## src/rtl/uart_arb_pkg.sv

```systemverilog
// Shared types and helpers for the uart_tx round-robin arbiter.
package uart_arb_pkg;

   localparam int unsigned UART_ARB_MAX_REQ = 16;

   typedef enum logic [1:0] {
      ST_IDLE = 2'd0,
      ST_LOAD = 2'd1,
      ST_SEND = 2'd2
   } arb_state_e;

   function automatic int unsigned clog2(input int unsigned n);
      int unsigned r;
      r = 0;
      while ((32'd1 << r) < n) r++;
      return r;
   endfunction

endpackage

```

## src/rtl/uart_rr_pick.sv

```systemverilog
// Combinational round-robin pick: first requester strictly after i_last_ptr,
// wrapping modulo NUM_REQ; returns one-hot grant and its index.
module uart_rr_pick #(
   parameter int unsigned NUM_REQ = 4,
   parameter int unsigned IDXW    = 2
) (
   input  logic [NUM_REQ-1:0] i_req,
   input  logic [IDXW-1:0]    i_last_ptr,
   output logic [NUM_REQ-1:0] o_grant,
   output logic [IDXW-1:0]    o_idx
);

   logic        found;
   int unsigned cand;

   // Rotating scan keeps the priority order relative to the last owner.
   always_comb begin
      o_grant = '0;
      o_idx   = '0;
      found   = 1'b0;
      cand    = 0;
      for (int unsigned off = 1; off <= NUM_REQ; off++) begin
         cand = 32'(i_last_ptr) + off;
         if (cand >= NUM_REQ) cand = cand - NUM_REQ;
         if (!found && i_req[cand[IDXW-1:0]]) begin
            found                   = 1'b1;
            o_idx                   = cand[IDXW-1:0];
            o_grant                 = '0;
            o_grant[cand[IDXW-1:0]] = 1'b1;
         end
      end
   end

endmodule

```

## src/rtl/uart_tx_arb.sv

```systemverilog
// Round-robin arbiter sharing one uart_tx between NUM_REQ byte sources.
// Optional locked-grant timeout: define UART_ARB_TIMEOUT_EN.
module uart_tx_arb
   import uart_arb_pkg::*;
#(
   parameter int unsigned NUM_REQ  = 4,
   parameter int unsigned DATA_BIT = 8,
   parameter int unsigned LOCK_PKT = 1,
   parameter int unsigned TIMEOUT  = 1024
) (
   input  logic                         i_clk,
   input  logic                         i_rst_n,
   input  logic [NUM_REQ-1:0]           i_req_valid,
   input  logic [NUM_REQ*DATA_BIT-1:0]  i_req_data,
   input  logic [NUM_REQ-1:0]           i_req_last,
   output logic [NUM_REQ-1:0]           o_req_ready,
   output logic [NUM_REQ-1:0]           o_grant,
   output logic [DATA_BIT-1:0]          o_tx_data,
   output logic                         o_tx_valid,
   input  logic                         i_tx_ready,
   output logic                         o_busy
);

   localparam int unsigned IDXW = (NUM_REQ > 1) ? clog2(NUM_REQ) : 1;

   arb_state_e            state_q, state_d;
   logic [NUM_REQ-1:0]    grant_q, grant_d;
   logic [IDXW-1:0]       idx_q, idx_d;
   logic [IDXW-1:0]       ptr_q, ptr_d;
   logic                  last_q, last_d;
   logic [DATA_BIT-1:0]   data_q, data_d;
   logic [NUM_REQ-1:0]    pick_grant;
   logic [IDXW-1:0]       pick_idx;
   logic                  xfer;

`ifdef UART_ARB_TIMEOUT_EN
   localparam int unsigned TW = clog2(TIMEOUT + 1);
   logic [TW-1:0]         tmo_q, tmo_d;
`endif

   uart_rr_pick #(
      .NUM_REQ (NUM_REQ),
      .IDXW    (IDXW)
   ) u_pick (
      .i_req      (i_req_valid),
      .i_last_ptr (ptr_q),
      .o_grant    (pick_grant),
      .o_idx      (pick_idx)
   );

   assign xfer = (state_q == ST_LOAD) && |(i_req_valid & grant_q);

   always_comb begin
      state_d = state_q;
      grant_d = grant_q;
      idx_d   = idx_q;
      ptr_d   = ptr_q;
      last_d  = last_q;
      data_d  = data_q;
`ifdef UART_ARB_TIMEOUT_EN
      tmo_d   = '0;
`endif
      unique case (state_q)
         ST_IDLE: begin
            if (|i_req_valid) begin
               grant_d = pick_grant;
               idx_d   = pick_idx;
               state_d = ST_LOAD;
            end
         end
         ST_LOAD: begin
            if (xfer) begin
               data_d  = i_req_data[idx_q*DATA_BIT +: DATA_BIT];
               last_d  = i_req_last[idx_q];
               state_d = ST_SEND;
            end
`ifdef UART_ARB_TIMEOUT_EN
            // A stalled owner forfeits the line and is rotated to lowest priority.
            else if (tmo_q == TW'(TIMEOUT - 1)) begin
               ptr_d   = idx_q;
               grant_d = '0;
               state_d = ST_IDLE;
            end else begin
               tmo_d = tmo_q + TW'(1);
            end
`endif
         end
         ST_SEND: begin
            if (i_tx_ready) begin
               if ((LOCK_PKT != 0) && !last_q) begin
                  state_d = ST_LOAD;
               end else begin
                  ptr_d   = idx_q;
                  grant_d = '0;
                  state_d = ST_IDLE;
               end
            end
         end
         default: state_d = ST_IDLE;
      endcase
   end

   always_ff @(posedge i_clk or negedge i_rst_n) begin
      if (!i_rst_n) begin
         state_q <= ST_IDLE;
         grant_q <= '0;
         idx_q   <= '0;
         ptr_q   <= IDXW'(NUM_REQ - 1);
         last_q  <= 1'b0;
         data_q  <= '0;
`ifdef UART_ARB_TIMEOUT_EN
         tmo_q   <= '0;
`endif
      end else begin
         state_q <= state_d;
         grant_q <= grant_d;
         idx_q   <= idx_d;
         ptr_q   <= ptr_d;
         last_q  <= last_d;
         data_q  <= data_d;
`ifdef UART_ARB_TIMEOUT_EN
         tmo_q   <= tmo_d;
`endif
      end
   end

   assign o_req_ready = (state_q == ST_LOAD) ? grant_q : '0;
   assign o_grant     = grant_q;
   assign o_tx_data   = data_q;
   assign o_tx_valid  = (state_q == ST_SEND);
   assign o_busy      = (state_q != ST_IDLE);

endmodule
```

## config.mk

```make
export PLATFORM = sky130hd
export DESIGN_NAME = uart_tx_arb
export DESIGN_NICKNAME = d
export VERILOG_FILES = /design/src/rtl/uart_arb_pkg.sv /design/src/rtl/uart_rr_pick.sv /design/src/rtl/uart_tx_arb.sv
export SDC_FILE = /design/constraint.sdc
export NUM_CORES = 1
export LEC_CHECK = 0
export BUFFER_PORTS_ARGS = -buffer_cell sky130_fd_sc_hd__buf_2
export CAP_MARGIN = 15
export CORE_AREA = 2 2 58 60
export DETAILED_ROUTE_END_ITERATION = 10
export DIE_AREA = 0 0 60 62
export HOLD_SLACK_MARGIN = 0.03
export PLACE_DENSITY = 0.84
export SETUP_SLACK_MARGIN = 0.2
export SYNTH_ARGS = -nofsm -noshare
export SYNTH_HDL_FRONTEND = slang
export SYNTH_SLANG_ARGS = --single-unit
export TNS_END_PERCENT = 100
```

## constraint.sdc

```tcl
create_clock -name i_clk -period 6.9 [get_ports i_clk]
set_input_delay 2.07 -clock i_clk [delete_from_list [all_inputs] [get_ports i_clk]]
set_output_delay 2.07 -clock i_clk [all_outputs]
set_load 0.05 [all_outputs]
```

# Word level (Yosys, flattened, before mapping)
# Index checks and enable logic that the tools add are counted.
[word_totals] register_bits=19 in_bits=43 out_inout_bits=18 elab_cells=99
[op_classes] addsub=8 n_lt_le_gt_ge=13 eq_ne=6 shift=1 mux=43 n_bitwise=1 reduce_logical=21
[op_table] op="$mux W4" n=8
[op_table] op="$shiftx A32 B6 Y8" n=1
[op_table] op="$mux W2" n=11
[op_table] op="$lt A2 B3 Y1 const B" n=5
[op_table] op="$mux W1" n=13
[op_table] op="$bmux W1 S2" n=5
[op_table] op="$ge A3 B3 Y1 const B" n=3
[op_table] op="$demux W1 S2" n=4
[op_table] op="$ge A2 B1 Y1 const B" n=4
[op_table] op="$logic_and A1 B1 Y1" n=8
[op_table] op="$pmux W4 S2" n=1
[op_table] op="$reduce_or A4 Y1" n=2
[op_table] op="$sub A2 B1 Y2 const B" n=4
[op_table] op="$add A2 B2 Y3 const B" n=2
[op_table] op="$pmux W2 S3" n=1
[op_table] op="$reduce_and A3 Y1" n=2
[op_table] op="$add A2 B3 Y4 const B" n=1
[op_table] op="$and A4 B4 Y4" n=1
[op_table] op="$ge A4 B3 Y1 const B" n=1
[op_table] op="$ne A2 B1 Y1 const B" n=2
[op_table] op="$ne A2 B2 Y1 const B" n=2
[op_table] op="$reduce_and A2 Y1" n=2
[op_table] op="$reduce_and A4 Y1" n=1
[op_table] op="$reduce_bool A2 Y1" n=2
[op_table] op="other kinds (5)" n=7

# Depth between registers and ports, before layout
[logic_depth] ltp_word=17 ltp_mapped=9 depth_no_buf=6

# Hierarchy
# A second synthesis with hierarchy kept.
[unflattened] cells_unflattened=127 area_unflattened_um2=1534.0
[by_module_without_submodules] mod="uart_tx_arb" instances=1 cells_per_inst=70 area_each_um2=1047.3 seq_area_each_um2=478.0
[by_module_without_submodules] mod="uart_rr_pick" instances=1 cells_per_inst=57 area_each_um2=486.7 seq_area_each_um2=0.0

# Worst setup path after synthesis
# OpenSTA, ideal clock, no wires.
[synth_path] path_type="input port to flip-flop" from="in i_req_valid[0]" to="reg idx_q[0]" setup_time_ns=0.126 arrival_time_ns=3.293 t_required_ns=6.774 slack_ns=3.480 cell_stages=4 path_buffers=1 cell_sequence="buf_4 > mux4_2 > a211o_1 > a311o_1"
[synth_via] elab_chain_cells=12 word_cells_on_any_way=23 classes_between="mux: 15; reduce/logical: 8"
[synth_rtl] element="start: declaration" line_no="uart_tx_arb.sv:13" text="input logic [NUM_REQ-1:0] i_req_valid,"
[synth_rtl] element="$bmux W1 S2" line_no="uart_rr_pick.sv:25" text="if (!found && i_req[cand[IDXW-1:0]]) begin"
[synth_rtl] element="$mux W1 (implied by the code)" line_no="uart_rr_pick.sv:25"
[synth_rtl] element="$mux W1" line_no="uart_rr_pick.sv:25"
[synth_rtl] element="$logic_not A1 Y1" line_no="uart_rr_pick.sv:25"
[synth_rtl] element="$logic_and A1 B1 Y1" line_no="uart_rr_pick.sv:25"
[synth_rtl] element="$mux W1" line_no="uart_rr_pick.sv:25"
[synth_rtl] element="$logic_not A1 Y1" line_no="uart_rr_pick.sv:25"
[synth_rtl] element="$logic_and A1 B1 Y1" line_no="uart_rr_pick.sv:25"
[synth_rtl] element="$mux W1" line_no="uart_rr_pick.sv:25"
[synth_rtl] element="$logic_not A1 Y1" line_no="uart_rr_pick.sv:25"
[synth_rtl] element="$logic_and A1 B1 Y1" line_no="uart_rr_pick.sv:25"
[synth_rtl] element="$mux W2" line_no="uart_rr_pick.sv:25"
[synth_rtl] element="end signal: assignment" line_no="uart_tx_arb.sv:117" text="idx_q <= idx_d;"
[synth_rtl] element="end: declaration" line_no="uart_tx_arb.sv:28" text="logic [IDXW-1:0] idx_q, idx_d;"
# Parallel ways exist; a longest one is shown, timed or not. The select of a mux whose other input is x is not followed.
# A chain may end at the register's enable or synchronous reset.

# Final worst setup path
[layout_path] from="reg state_q[0]" to="out o_req_ready[0]"
[layout_via] elab_chain_cells=2
[layout_rtl] element="start: declaration" line_no="uart_tx_arb.sv:26" text="arb_state_e state_q, state_d;"
[layout_rtl] element="start signal: assignment" line_no="uart_tx_arb.sv:115" text="state_q <= state_d;"
[layout_rtl] element="$eq A2 B1 Y1" line_no="uart_tx_arb.sv:127" text="assign o_req_ready = (state_q == ST_LOAD) ? grant_q : '0;"
[layout_rtl] element="$mux W4" line_no="uart_tx_arb.sv:127"
[layout_rtl] element="end: declaration" line_no="uart_tx_arb.sv:16" text="output logic [NUM_REQ-1:0] o_req_ready,"
# Every way passes these cells.

==> flow_summary_export.csv <==
group,metric,value,unit
status,outcome,"completed",
power_and_ir_drop,leakagePower,0.878,nW
cts,cts_resized,0,
setup_path,critical-path-slowest-cell,"dfrtp_1",
cts,cts_setup_buffers,0,
drt,first_pass_iters,4,
timing,period_needed,3.47,ns
die,start_util,50.3,%
min_path,hold_depth,1,
setup_path,cp-start-kind,"flip-flop",
timing,tns,0,ns
place,place_congestion,0.858,
timing,fin_crit_sh,50.3,%
logic_synthesis,syn_area,1600,µm²
setup_path,r2r.worst_path.cells,6,
final_layout,antenna_cells,0,
setup_path,crit_family,"flip-flops",
die,num_io_pins,61,
drt,first_iter_violations,35,
drt,via_per_inst,5.63,
logic_synthesis,syn_avg_cell_area,11.3,µm²
place,dp_hpwl,2.75,mm
timing,setup-violations-final,0,
setup_path,critical_path_required,4.83,ns
logic_synthesis,synthCells,141,
drt,postRouteAntennaNets,0,
logic_synthesis,yosysSeqAreaShare,29.9,%
logic_synthesis,synth_edf_count,0,
power_and_ir_drop,powerDensity,478,nW/µm²
die,dieWidth,60,µm
die,die-area,3720,µm²
logic_synthesis,ys_ff_latch,19,
global_route,grt_pass1_vias,1290,
timing,worst_slack,3.43,ns
logic_synthesis,yosysUniqueCellTypes,47,
place,pre_cts_ws,3.24,ns
power_and_ir_drop,finalPower,0.000912,W
drt,drc_errors,0,
timing,tightest_slew,0.642,ns
die,coreArea,3180,µm²
global_route,grt_util_all_layers,20.2,%
setup_path,cp_max_fo,6,
timing,slew_headroom,56.8,%
die,die_h,62,µm
logic_synthesis,async_flop_share,100,%
cts,htreeDepth,1,
cts,cts_sinks,19,
timing,rsz0062_at_grt,"false",
die,num_rows,21,
global_route,grt-ovfl-total,0,
timing,clock.fmax,0.288,GHz
final_layout,drive_above_1_share,50.0,%
timing,hold_violations,0,
setup_path,crit_cells,3,
global_route,grt_start_max_net_pins,22,
logic_synthesis,yosys_warnings,0,
cts,cts_tree,"yes",
cts,clk_latency,0.30,ns
timing,finalMaxSlewViolations,0,
cts,hold_buffers,0,
final_layout,nets,246,
place,port_buffers,60,
setup_path,critPathBufInv,1,
cts,cts_root_buf,"clkbuf_4",
setup_path,slowest_delay,0.43,ns
global_route,grt_antenna_before_repair,0,
logic_synthesis,synthFlopType,"dfrtp_1",
drt,drt_wl_total,3.45,mm
cts,cts_buffers,3,
setup_path,critical_path.cell_chain,"nor2b_1 > and2_1 > buf_2",
setup_path,critPathKind,"reg2out",
drt,detail_route.wl_per_cell,14.4,µm
final_layout,area_growth,19.4,%
global_route,grt_pass1_wl,5.69,mm
setup_path,cp-end-kind,"output pin",
setup_path,worstPathArrival,1.40,ns
drt,num_vias,1351,
logic_synthesis,syn-num-nets,192,
power_and_ir_drop,ir_worst_vdd,0.000236,V
job,maxCapViolCount,0,
final_layout,num-fill-cells,270,
timing,finClkSkew,0.00978,ns
min_path,hp-class,"reg2reg",
cts,cts_buffer_depth,2,
cts,clk_pin_slew,0.11,ns
==> per-stage QoR <==
step / instance area, µm² / utilization, % / std cells / hold WS (ns)
6_report: 1910 / 60.1 / 240 / 0.523
5_1_grt: 1910 / 60.1 / 240 / 0.543
4_1_cts: 1910 / 60.1 / 240 / 0.526
3_5_place_dp: 1880 / 59.1 / 236 / 0.499
3_3_place_gp: 1880 / 59.1 / 236 / 0.486
2_1_floorplan: 1600 / - / 141 / 0.486
==> sequential cells by signal (all words and copies together) (netlist names) <==
| signal | flops |
|---|---|
| state_q | 2 |
| ptr_q | 2 |
| o_tx_data | 8 |
| idx_q | 2 |
| o_grant | 4 |
| last_q | 1 |
==> Yosys cell counts (all sizes together) (3+ instances only) <==
cell	n	area share (%)
a21o	5	2.3
a22oi	3	1.4
and2	5	2.0
buf	10	4.6
dfrtp	17	27
ha	8	6.3
inv	9	2.1
mux2	12	8.4
mux4	12	17
nand2	9	2.1
nor2	4	1.1
nor3b	4	1.9
o221ai	3	1.6
o22ai	4	1.6
==> where the power goes <==
group	internal, W	switching (W)
registers	0.000171	0.0000811
clock network	0.0000221	0.0000350
logic	0.000251	0.000353
==> routing by layer <==
metal	share of wire, %	vias up	GRT usage [%]	wire (µm)
li1	-	650	-	-
met1	44	647	26.0	1510
met2	48	48	34.6	1660
met3	6.3	6	2.69	217
met4	2.0	0	8.25	70
met5	0	-	0	0
==> final cells by class <==
class | count | area [µm²] | area share (%)
Clock buffer | 3 | 22.5 | 1.18
Clock inverter | 1 | 7.51 | 0.393
Inverter | 9 | 33.8 | 1.77
Multi-Input combinational cell | 102 | 1010 | 52.9
Sequential cell | 19 | 478 | 25.0
Tap cell | 46 | 57.6 | 3.01
Timing Repair Buffer | 60 | 300 | 15.7
==> worst paths after layout <==
kind | start | end | slack (ns)
worst max-delay path | state_q[0] | o_req_ready[0] | 3.43
worst min-delay path | o_tx_data[0] | o_tx_data[0] | 0.52
worst max register to register | ptr_q[0] | o_grant[1] | 4.27
worst min register to register | o_tx_data[0] | o_tx_data[0] | 0.52
max in group asynchronous | i_rst_n | ptr_q[1] | 4.90
min in group asynchronous | i_rst_n | o_tx_data[7] | 1.68
==> worst reg2reg max path, cell delays in order (launching register included) <==
cell and delay (ns):
dfstp_2 0.79, inv_1 0.19, ha_1 0.49, mux4_2 0.58, nor3b_1 0.16, o22ai_1 0.14, o221ai_1 0.14
==> cell usage in the layout (no fill, tap or decap), types with 4 or more instances in the layout <==
cell / netlist / routed
buf_2: 5 / 60
dfrtp_1: 17 / 17
mux4_2: 12 / 12
mux2_2: 12 / 12
inv_1: 9 / 9
nand2_1: 9 / 9
ha_1: 8 / 8
and2_1: 5 / 5
a21o_1: 5 / 5
nor3b_1: 4 / 4
o22ai_1: 4 / 4
==> cell families (layout without fill, tap and decap cells) <==
family          count (synthesis)  count (layout)  share of synthesized area (%)
compound gates                 32              32                           16.7
fa+ha+maj                       8               8                           6.26
buf+inv                        20              73                           6.96
flops                          19              19                           29.9
mux                            25              25                           26.0
simple gates                   37              37                           14.3
Note: power is estimated with default switching activity, not from simulation.
